## src/rtl/seq_bus_ring_ctrl_if.sv

```systemverilog
// Handshake bundle between the ring controller and its environment.
// Covers the job request, lane fan-out, ring token and bus monitor signals.
interface seq_bus_ring_ctrl_if #(
  parameter int NUM_NODES = 4,
  parameter int JOB_W     = 64
);
  logic                 job_i_valid;
  logic [JOB_W-1:0]     job_i_data;
  logic                 job_i_ready;
  logic [NUM_NODES-1:0] job_o_valid;
  logic [JOB_W-1:0]     job_o_data;
  logic [NUM_NODES-1:0] job_o_ready;
  logic                 tok_inj_valid;
  logic                 tok_inj_ready;
  logic                 tok_ret_valid;
  logic                 tok_ret_ready;
  logic                 mon_valid;
  logic                 mon_ready;
  logic                 mon_eoj;

  modport master (
    input  job_i_valid, job_i_data, job_o_ready, tok_inj_ready,
           tok_ret_valid, mon_valid, mon_ready, mon_eoj,
    output job_i_ready, job_o_valid, job_o_data, tok_inj_valid, tok_ret_ready
  );

  modport slave (
    output job_i_valid, job_i_data, job_o_ready, tok_inj_ready,
           tok_ret_valid, mon_valid, mon_ready, mon_eoj,
    input  job_i_ready, job_o_valid, job_o_data, tok_inj_valid, tok_ret_ready
  );
endinterface

```

## src/rtl/seq_bus_ring_ctrl.sv

```systemverilog
// Token ring controller: round-robin job dispatch to lanes, ownership of the
// single ring token, outstanding-job tracking and sticky error flags.
module seq_bus_ring_ctrl #(
  parameter int NUM_NODES       = 4,
  parameter int NODE_BITS       = 2,
  parameter int JOB_W           = 64,
  parameter int MAX_OUTSTANDING = 8,
  parameter int OUT_BITS        = 4
) (
  input  logic                 clk,
  input  logic                 rst_n,
  seq_bus_ring_ctrl_if.master  bus,
  output logic [OUT_BITS-1:0]  outstanding,
  output logic [31:0]          jobs_done,
  output logic [NODE_BITS-1:0] rr_ptr,
  output logic                 idle,
  output logic                 err_underflow,
  output logic                 err_token
);

  localparam logic [NODE_BITS-1:0] LAST_LANE = NODE_BITS'(NUM_NODES - 1);
  localparam logic [OUT_BITS-1:0]  MAX_CNT   = OUT_BITS'(MAX_OUTSTANDING);

  typedef enum logic [1:0] {HOLD, INJECT, CIRC} state_t;

  state_t           state;
  state_t           state_next;
  logic             full;
  logic             dispatch;
  logic             ret;
  logic [JOB_W-1:0] job_data;

  assign job_data       = bus.job_i_data;
  assign bus.job_o_data = job_data;

  // Full is taken from the registered count, so a same-cycle retire never frees a slot early
  assign full            = (outstanding == MAX_CNT);
  assign bus.job_i_ready = bus.job_o_ready[rr_ptr] & ~full;
  assign dispatch        = bus.job_i_valid & bus.job_i_ready;
  assign ret             = bus.mon_valid & bus.mon_ready & bus.mon_eoj;

  always_comb begin
    bus.job_o_valid         = '0;
    bus.job_o_valid[rr_ptr] = bus.job_i_valid & ~full;
  end

  always_ff @(posedge clk or negedge rst_n) begin
    if (!rst_n) begin
      rr_ptr        <= '0;
      outstanding   <= '0;
      jobs_done     <= '0;
      err_underflow <= 1'b0;
      err_token     <= 1'b0;
    end else begin
      if (dispatch)
        rr_ptr <= (rr_ptr == LAST_LANE) ? '0 : rr_ptr + NODE_BITS'(1);
      if (dispatch && !ret)
        outstanding <= outstanding + OUT_BITS'(1);
      else if (ret && !dispatch && outstanding != '0)
        outstanding <= outstanding - OUT_BITS'(1);
      if (ret)
        jobs_done <= jobs_done + 32'd1;
      if (ret && outstanding == '0)
        err_underflow <= 1'b1;
      if (bus.tok_ret_valid && state != CIRC)
        err_token <= 1'b1;
    end
  end

  always_ff @(posedge clk or negedge rst_n) begin
    if (!rst_n) state <= HOLD;
    else        state <= state_next;
  end

  // A token arriving outside CIRC is flagged but never accepted
  always_comb begin
    state_next = state;
    case (state)
      HOLD:    if (outstanding != '0) state_next = INJECT;
      INJECT:  if (bus.tok_inj_ready) state_next = CIRC;
      CIRC:    if (bus.tok_ret_valid) state_next = HOLD;
      default: state_next = HOLD;
    endcase
  end

  always_comb begin
    bus.tok_inj_valid = (state == INJECT);
    bus.tok_ret_ready = (state == CIRC);
    idle              = (state == HOLD) && (outstanding == '0);
  end

endmodule
```

## src/flat_wrapper.sv

```systemverilog
// flat-port wrapper written by rule: the top's interface ports become plain ports
module seq_bus_ring_ctrl_flat 
#(
  parameter int NUM_NODES       = 4,
  parameter int NODE_BITS       = 2,
  parameter int JOB_W           = 64,
  parameter int MAX_OUTSTANDING = 8,
  parameter int OUT_BITS        = 4
)
  (clk, rst_n, outstanding, jobs_done, rr_ptr, idle, err_underflow, err_token, bus_job_i_valid, bus_job_i_data, bus_job_o_ready, bus_tok_inj_ready, bus_tok_ret_valid, bus_mon_valid, bus_mon_ready, bus_mon_eoj, bus_job_i_ready, bus_job_o_valid, bus_job_o_data, bus_tok_inj_valid, bus_tok_ret_ready);
  seq_bus_ring_ctrl_if #(.NUM_NODES(NUM_NODES), .JOB_W(JOB_W)) bus_i ();
  input  logic clk;
  input  logic rst_n;
  output logic [OUT_BITS-1:0] outstanding;
  output logic [31:0] jobs_done;
  output logic [NODE_BITS-1:0] rr_ptr;
  output logic idle;
  output logic err_underflow;
  output logic err_token;
  input wire logic [$bits(bus_i.job_i_valid)-1:0] bus_job_i_valid;
  input wire logic [$bits(bus_i.job_i_data)-1:0] bus_job_i_data;
  input wire logic [$bits(bus_i.job_o_ready)-1:0] bus_job_o_ready;
  input wire logic [$bits(bus_i.tok_inj_ready)-1:0] bus_tok_inj_ready;
  input wire logic [$bits(bus_i.tok_ret_valid)-1:0] bus_tok_ret_valid;
  input wire logic [$bits(bus_i.mon_valid)-1:0] bus_mon_valid;
  input wire logic [$bits(bus_i.mon_ready)-1:0] bus_mon_ready;
  input wire logic [$bits(bus_i.mon_eoj)-1:0] bus_mon_eoj;
  output wire logic [$bits(bus_i.job_i_ready)-1:0] bus_job_i_ready;
  output wire logic [$bits(bus_i.job_o_valid)-1:0] bus_job_o_valid;
  output wire logic [$bits(bus_i.job_o_data)-1:0] bus_job_o_data;
  output wire logic [$bits(bus_i.tok_inj_valid)-1:0] bus_tok_inj_valid;
  output wire logic [$bits(bus_i.tok_ret_ready)-1:0] bus_tok_ret_ready;
  assign bus_i.job_i_valid = bus_job_i_valid;
  assign bus_i.job_i_data = bus_job_i_data;
  assign bus_i.job_o_ready = bus_job_o_ready;
  assign bus_i.tok_inj_ready = bus_tok_inj_ready;
  assign bus_i.tok_ret_valid = bus_tok_ret_valid;
  assign bus_i.mon_valid = bus_mon_valid;
  assign bus_i.mon_ready = bus_mon_ready;
  assign bus_i.mon_eoj = bus_mon_eoj;
  assign bus_job_i_ready = bus_i.job_i_ready;
  assign bus_job_o_valid = bus_i.job_o_valid;
  assign bus_job_o_data = bus_i.job_o_data;
  assign bus_tok_inj_valid = bus_i.tok_inj_valid;
  assign bus_tok_ret_ready = bus_i.tok_ret_ready;
  seq_bus_ring_ctrl #(.NUM_NODES(NUM_NODES), .NODE_BITS(NODE_BITS), .JOB_W(JOB_W), .MAX_OUTSTANDING(MAX_OUTSTANDING), .OUT_BITS(OUT_BITS)) u_core (.clk(clk), .rst_n(rst_n), .bus(bus_i), .outstanding(outstanding), .jobs_done(jobs_done), .rr_ptr(rr_ptr), .idle(idle), .err_underflow(err_underflow), .err_token(err_token));
endmodule
```

## config.mk

```make
export PLATFORM = sky130hd
export DESIGN_NAME = seq_bus_ring_ctrl_flat
export DESIGN_NICKNAME = d
export VERILOG_FILES = /design/src/rtl/seq_bus_ring_ctrl_if.sv /design/src/rtl/seq_bus_ring_ctrl.sv /design/src/flat_wrapper.sv
export SDC_FILE = /design/constraint.sdc
export NUM_CORES = 1
export LEC_CHECK = 0
export CAP_MARGIN = 20
export CORE_MARGIN = 5
export CORE_UTILIZATION = 35
export DETAILED_ROUTE_END_ITERATION = 16
export GPL_TIMING_DRIVEN = 0
export PLACE_DENSITY = 0.82
export SKIP_CTS_REPAIR_TIMING = 1
export SLEW_MARGIN = 20
export SYNTH_ARGS = -nofsm -noshare
export SYNTH_HDL_FRONTEND = slang
export SYNTH_SLANG_ARGS = --single-unit
```

## constraint.sdc

```tcl
create_clock -name clk -period 3.2 [get_ports clk]
set_clock_uncertainty 0.05 [all_clocks]
set_input_delay 0.64 -clock clk [delete_from_list [all_inputs] [get_ports clk]]
set_output_delay 0.64 -clock clk [all_outputs]
set_load 0.01 [all_outputs]
```

Word-level counts from Yosys, hierarchy flattened
Cells that the tools add are included.
{"block": "totals", "romBits": 0, "ram_bits": 0, "latchBits": 0, "out_inout_bits": 112, "regBits": 42, "n_memories": 0}
{"block": "classes", "shifts": 0, "n_div": 0, "n_eq_ne": 8, "bitwise": 7, "addsub": 4, "n_lt_le_gt_ge": 2, "n_mux": 11, "mul": 0, "reduce_logical": 14}
{"operator": "32-bit by 1-bit adder with 32-bit output (second input constant)", "count": 1}
{"operator": "2-bit 2-to-1 mux", "count": 4}
{"operator": "4-bit 2-to-1 mux", "count": 2}
{"operator": "1-bit logical AND", "count": 7}
{"operator": "2-bit inequality test (second input constant)", "count": 3}
{"operator": "2-bit case mux with 3 select lines", "count": 1}
{"operator": "1-bit bitwise AND", "count": 5}
{"operator": "4-bit by 1-bit adder with 4-bit output (second input constant)", "count": 1}
{"operator": "4-bit bitwise AND", "count": 1}
{"operator": "2-bit equality test (second input constant)", "count": 2}
{"operator": "4-bit equality test (second input constant)", "count": 1}
{"operator": "4-bit logical NOT", "count": 1}
{"operator": "4-bit nonzero test", "count": 1}
{"operator": "4-bit by 1-bit subtractor with 4-bit output (second input constant)", "count": 1}
{"operator": "2-bit by 3-bit less-than comparator with 1-bit output (second input constant)", "count": 1}
{"operator": "3-bit AND reduction", "count": 1}
{"operator": "2-bit by 1-bit adder with 2-bit output (second input constant)", "count": 1}
{"operator": "1-bit binary-select mux with 2-bit select", "count": 1}
{"operator": "1-bit demux with 2-bit select", "count": 1}
{"operator": "2-bit by 1-bit equality test with 1-bit output (second input constant)", "count": 1}
{"operator": "2-bit by 1-bit >= comparator with 1-bit output (second input constant)", "count": 1}
{"operator": "1-bit logical NOT", "count": 2}
{"operator": "2-bit logical NOT", "count": 1}
{"operator": "1-bit 2-to-1 mux", "count": 2}
{"operator": "other kinds (3)", "count": 3}

Longest topological paths before layout
Gate-level depths: netlist (run 1).
{"block": "logic_depth", "ltp_word": 9, "depth_mapped": 10, "depth_no_buf": 10}

Worst setup path after synthesis (run 1)
No wires, ideal clock.
{"block": "synth_path", "kind": "input to register", "from": "in bus_job_o_ready[3]", "to": "reg u_core.outstanding[3]", "cell_stages": 10, "arrival_ps": 2295, "n_path_buf": 0, "slack_ps": 775, "path_cell_list": "mux4_2 nand3_2 nor2_2 inv_1 ha_1 a21o_2 a21oi_1 nor3_1 a21oi_1 xnor2_1"}
{"block": "synth_between", "elab_chain_cells": 8, "elab_cells_between_ends": 10, "cone_classes": "3 x mux; 2 x bitwise; 5 x reduce/logical"}
{"item": "from (decl)", "line": "flat_wrapper.sv:22", "text": "input wire logic [$bits(bus_i.job_o_ready)-1:0] bus_job_o_ready;"}
{"item": "1-bit binary-select mux with 2-bit select *", "line": "seq_bus_ring_ctrl.sv:38", "text": "assign bus.job_i_ready = bus.job_o_ready[rr_ptr] & ~full;"}
{"item": "1-bit 2-to-1 mux (not written as such) *", "line": "seq_bus_ring_ctrl.sv:38"}
{"item": "1-bit bitwise AND *", "line": "seq_bus_ring_ctrl.sv:38"}
{"item": "1-bit bitwise AND *", "line": "seq_bus_ring_ctrl.sv:39", "text": "assign dispatch = bus.job_i_valid & bus.job_i_ready;"}
{"item": "1-bit logical NOT", "line": "seq_bus_ring_ctrl.sv:59", "text": "else if (ret && !dispatch && outstanding != '0)"}
{"item": "1-bit logical AND (2 in series)", "line": "seq_bus_ring_ctrl.sv:59"}
{"item": "2-bit nonzero test (no line)"}
{"item": "to (signal assigned)", "line": "seq_bus_ring_ctrl.sv:58", "text": "outstanding <= outstanding + OUT_BITS'(1);"}
{"item": "to (signal assigned)", "line": "seq_bus_ring_ctrl.sv:60", "text": "outstanding <= outstanding - OUT_BITS'(1);"}
{"item": "to (decl)", "line": "seq_bus_ring_ctrl.sv:13", "text": "output logic [OUT_BITS-1:0] outstanding,"}
Every way passes the cells marked *; elsewhere a longest branch is shown, timed or not. The select of a mux whose other input is x is not followed.
A chain may end at the register's enable or synchronous reset.

Final worst setup path (run 1)
{"block": "layout_path", "from": "in bus_job_o_ready[0]", "to": "out bus_job_i_ready"}
{"block": "layout_between", "elab_chain_cells": 3}
{"item": "1-bit binary-select mux with 2-bit select", "line": "seq_bus_ring_ctrl.sv:38"}
{"item": "1-bit 2-to-1 mux (not written as such)", "line": "seq_bus_ring_ctrl.sv:38"}
{"item": "1-bit bitwise AND", "line": "seq_bus_ring_ctrl.sv:38"}
{"item": "to (decl)", "line": "flat_wrapper.sv:28", "text": "output wire logic [$bits(bus_i.job_i_ready)-1:0] bus_job_i_ready;"}
No other way between the ends. The select of a mux whose other input is x is not followed.

==> results of run 1 <==
==> where the power goes <==
| part | internal (mW) | switching, mW | leakage [nW] | total (mW) |
|---|---|---|---|---|
| logic | 0.496 | 0.310 | 1.25 | 0.806 |
| clock network | 0.234 | 0.177 | 0.0524 | 0.411 |
| registers | 0.618 | 0.127 | 0.534 | 0.745 |
==> sequential cells by signal, summed over array words and instances (netlist names) <==
register	cells
u_core.outstanding	4
u_core.jobs_done	32
u_core.err_underflow	1
u_core.state	2
u_core.err_token	1
u_core.rr_ptr	2
==> how the worst max path moves through the flow <==
stage | startpoint | endpoint | slack [ns] | cells after the start
after global routing | u_core.outstanding[0]$_DFFE_PN0P_ | idle | 0.21 | 3
after floorplan | bus_job_o_ready[3] | u_core.outstanding[3]$_DFFE_PN0P_ | 0.77 | 10
after global placement | bus_job_o_ready[3] | u_core.outstanding[3]$_DFFE_PN0P_ | 0.27 | 11
after CTS | bus_job_o_ready[2] | bus_job_i_ready | 0.35 | 4
final | bus_job_o_ready[0] | bus_job_i_ready | 0.36 | 4
after detailed placement | bus_job_o_ready[2] | u_core.outstanding[3]$_DFFE_PN0P_ | 0.15 | 11
==> stage by stage <==
step | power, mW | std cells | util (%) | worst slack, ns
floorplan | 1.15 | 254 | - | 0.775
global placement | 1.54 | 476 | 54.3 | 0.273
detailed placement | 1.57 | 477 | 54.6 | 0.152
CTS | 2.00 | 485 | 56.1 | 0.346
global route | 2.11 | 485 | 56.1 | 0.208
finish | 1.96 | 485 | 56.1 | 0.359
==> kinds of logic after synthesis <==
logic type	after synthesis	synth area share, %
AO/OA/AOI/OAI	9	2.31
flip-flops	42	41.3
buffers and inverters	76	20.7
XOR/XNOR	34	11.7
adder cells (fa/ha/maj)	8	4.23
AND/OR/NAND/NOR	81	17.3
multiplexers	4	2.36
==> worst register-to-register path, cell delays in order, from the launching register on <==
cell     delay, ns
dfrtp_1       0.47
or4b_4        0.61
nand3_2       0.16
nor2_2        0.07
inv_1         0.13
ha_1          0.25
a21o_2        0.21
a21oi_1       0.18
nor3_1        0.07
a21oi_1       0.16
xnor2_1       0.14
==> cell type report <==
type | instances | area (um^2) | share of cell area (%)
timing repair buffer | 124 | 1250 | 31.1
sequential | 42 | 1050 | 26.1
multi-input combinational | 136 | 965 | 24.0
buffer | 66 | 489 | 12.2
tap | 99 | 124 | 3.08
clock buffer | 7 | 76.3 | 1.90
inverter | 10 | 37.5 | 0.932
clock inverter | 1 | 30.0 | 0.746
==> cells in the final DEF, fill, tap and decap left out, drive strengths merged, types with 7 or more instances in the layout <==
master         instances
and3                  10
clkdlybuf4s50        122
xor2                  16
nand2                 12
ha                     7
nor2                  19
nor3                   9
xnor2                 18
buf                   67
nand4                 11
dfrtp                 42
clkbuf                 8
inv                   10
nand3                 10
==> metal layers <==
metal  vias up  track usage, %  routed length, um
met5         -               0                  0
met4         0            3.73                 70
met3         9            5.05                619
met2        88            25.4               3490
met1      1012            16.2               2420
li1       1038               -                  -
==> impl_metrics.json, run 1 <==
{
  "worstPathCellList": "clkdlybuf4s50_1 > mux4_2 > and2_1 > clkdlybuf4s50_1",
  "core_area_um2": 7180,
  "timing.fmax_mhz": 352,
  "synth_area_leaders": "dfrtp_1 41%, buf_4 19%, xnor2_1 6.2%",
  "synth_most_common_cell": "buf_4",
  "cp_top_family": "buffers and inverters",
  "p_leak_nw": 1.84,
  "ys_warn_count": 0,
  "cts_root_buffer": "clkbuf_8",
  "viasPerCell": 4.43,
  "crit_path_top_delay_cell": "mux4_2",
  "grtUsageTotal_pct": 14.3,
  "rows": 31,
  "htreeDepth": 2,
  "path_class": "primary input to primary output",
  "endpoint_kind": "primary output",
  "crit_required_ns": 2.51,
  "slew_headroom_pct": 65.4,
  "synthToLayoutAreaGrowth_pct": 58.4,
  "cts.sinks": 42,
  "synth_edf_count": 0,
  "yosys.area.top_type": "dfrtp_1",
  "ys_types": 36,
  "initial_core_util_pct": 35.4,
  "netlist_area_um2": 2540,
  "finalHoldViolCount": 0,
  "drc": 0,
  "io_buffer_count": 123,
  "rr_startpoint": "u_core.outstanding[0]$_DFFE_PN0P_",
  "synth_top_area_share_pct": 41.3,
  "fp.dieH_um": 95.2,
  "yosys-top-cells-count": "64 x buf_4, 42 x dfrtp_1, 18 x nor2_1, 18 x xnor2_1, 16 x xor2_1",
  "vias": 2147,
  "cp_num_buf_inv": 2,
  "place_hpwl_um": 5530,
  "die_area_um2": 9070,
  "period_share_pct": 88.8,
  "period_minus_slack_ns": 2.84,
  "ys_seq_elements": 42,
  "drt-initial-drc-count": 50,
  "timing.setup.tns_ns": 0,
  "fin_area_um2": 4030,
  "syn_area_per_cell_um2": 10.0,
  "clk_pin_slew_worst_paths_ns": 0.08,
  "reg2reg_slack_ns": 0.63,
  "grt_pass1_vias": 2246,
  "pin_count": 188,
  "setup_viol": 0,
  "placed_area_um2": 3920,
  "ant_nets": 0,
  "synthCells": 254,
  "yosys_most_used_dff": "dfrtp_1",
  "cts_tree": "built",
  "peakVddDrop_v": 0.000233,
  "antenna_found_initial": 0,
  "grt_setup_unrepaired": "false",
  "max_stage_delay_ns": 0.48,
  "cp.arrival_ns": 2.15,
  "clock_path_buffers": 2,
  "grt_start_max_net_pins": 23,
  "synth-seq-area-share_pct": 41.3,
  "start_kind": "primary input",
  "grt_overflow_total": 0,
  "fin_hold_ws_ns": 0.264,
  "ff2ff_path_depth": 10,
  "tightest_slew_ns": 0.519,
  "synthArstFlopShare_pct": 100,
  "crit_fanout": 2,
  "min_path_type": "primary input to async pin",
  "p_per_area_nw_per_um2": 487,
  "wl_um": 6610,
  "wl_per_cell_um": 13.6,
  "grt_first_pass_wirelength_um": 10500,
  "synth_nets": 338,
  "outcome": "complete, no violations",
  "n_antenna_cell": 0,
  "fill_cells": 654,
  "firstDrtPassIters": 4,
  "slew_violations": 0,
  "r2r_end": "u_core.outstanding[3]$_DFFE_PN0P_",
  "gp_routability_congestion": 0.758,
  "die_width_um": 95.2,
  "nNetsFinal": 469,
  "cp_common_cell": "clkdlybuf4s50_1",
  "maxCapViolCount": 0,
  "layout-drive-gt1-share_pct": 22.0,
  "cts_buffers": 5,
  "clock_latency_ns": 0.29
}
No activity file was read; power rests on OpenSTA's default activity.
==> run 2: changes to the inputs <==
CTS_CLUSTER_SIZE = 20   (was unset)
==> results of run 2 <==
Final layout, timing and power as in run 1 (identical DEF).
==> run 3: changes to the inputs <==
HOLD_SLACK_MARGIN = 0.02   (was unset)
SLEW_MARGIN = 15   (was 20)
==> results of run 3 <==
Final layout, timing and power as in run 1 (identical DEF).
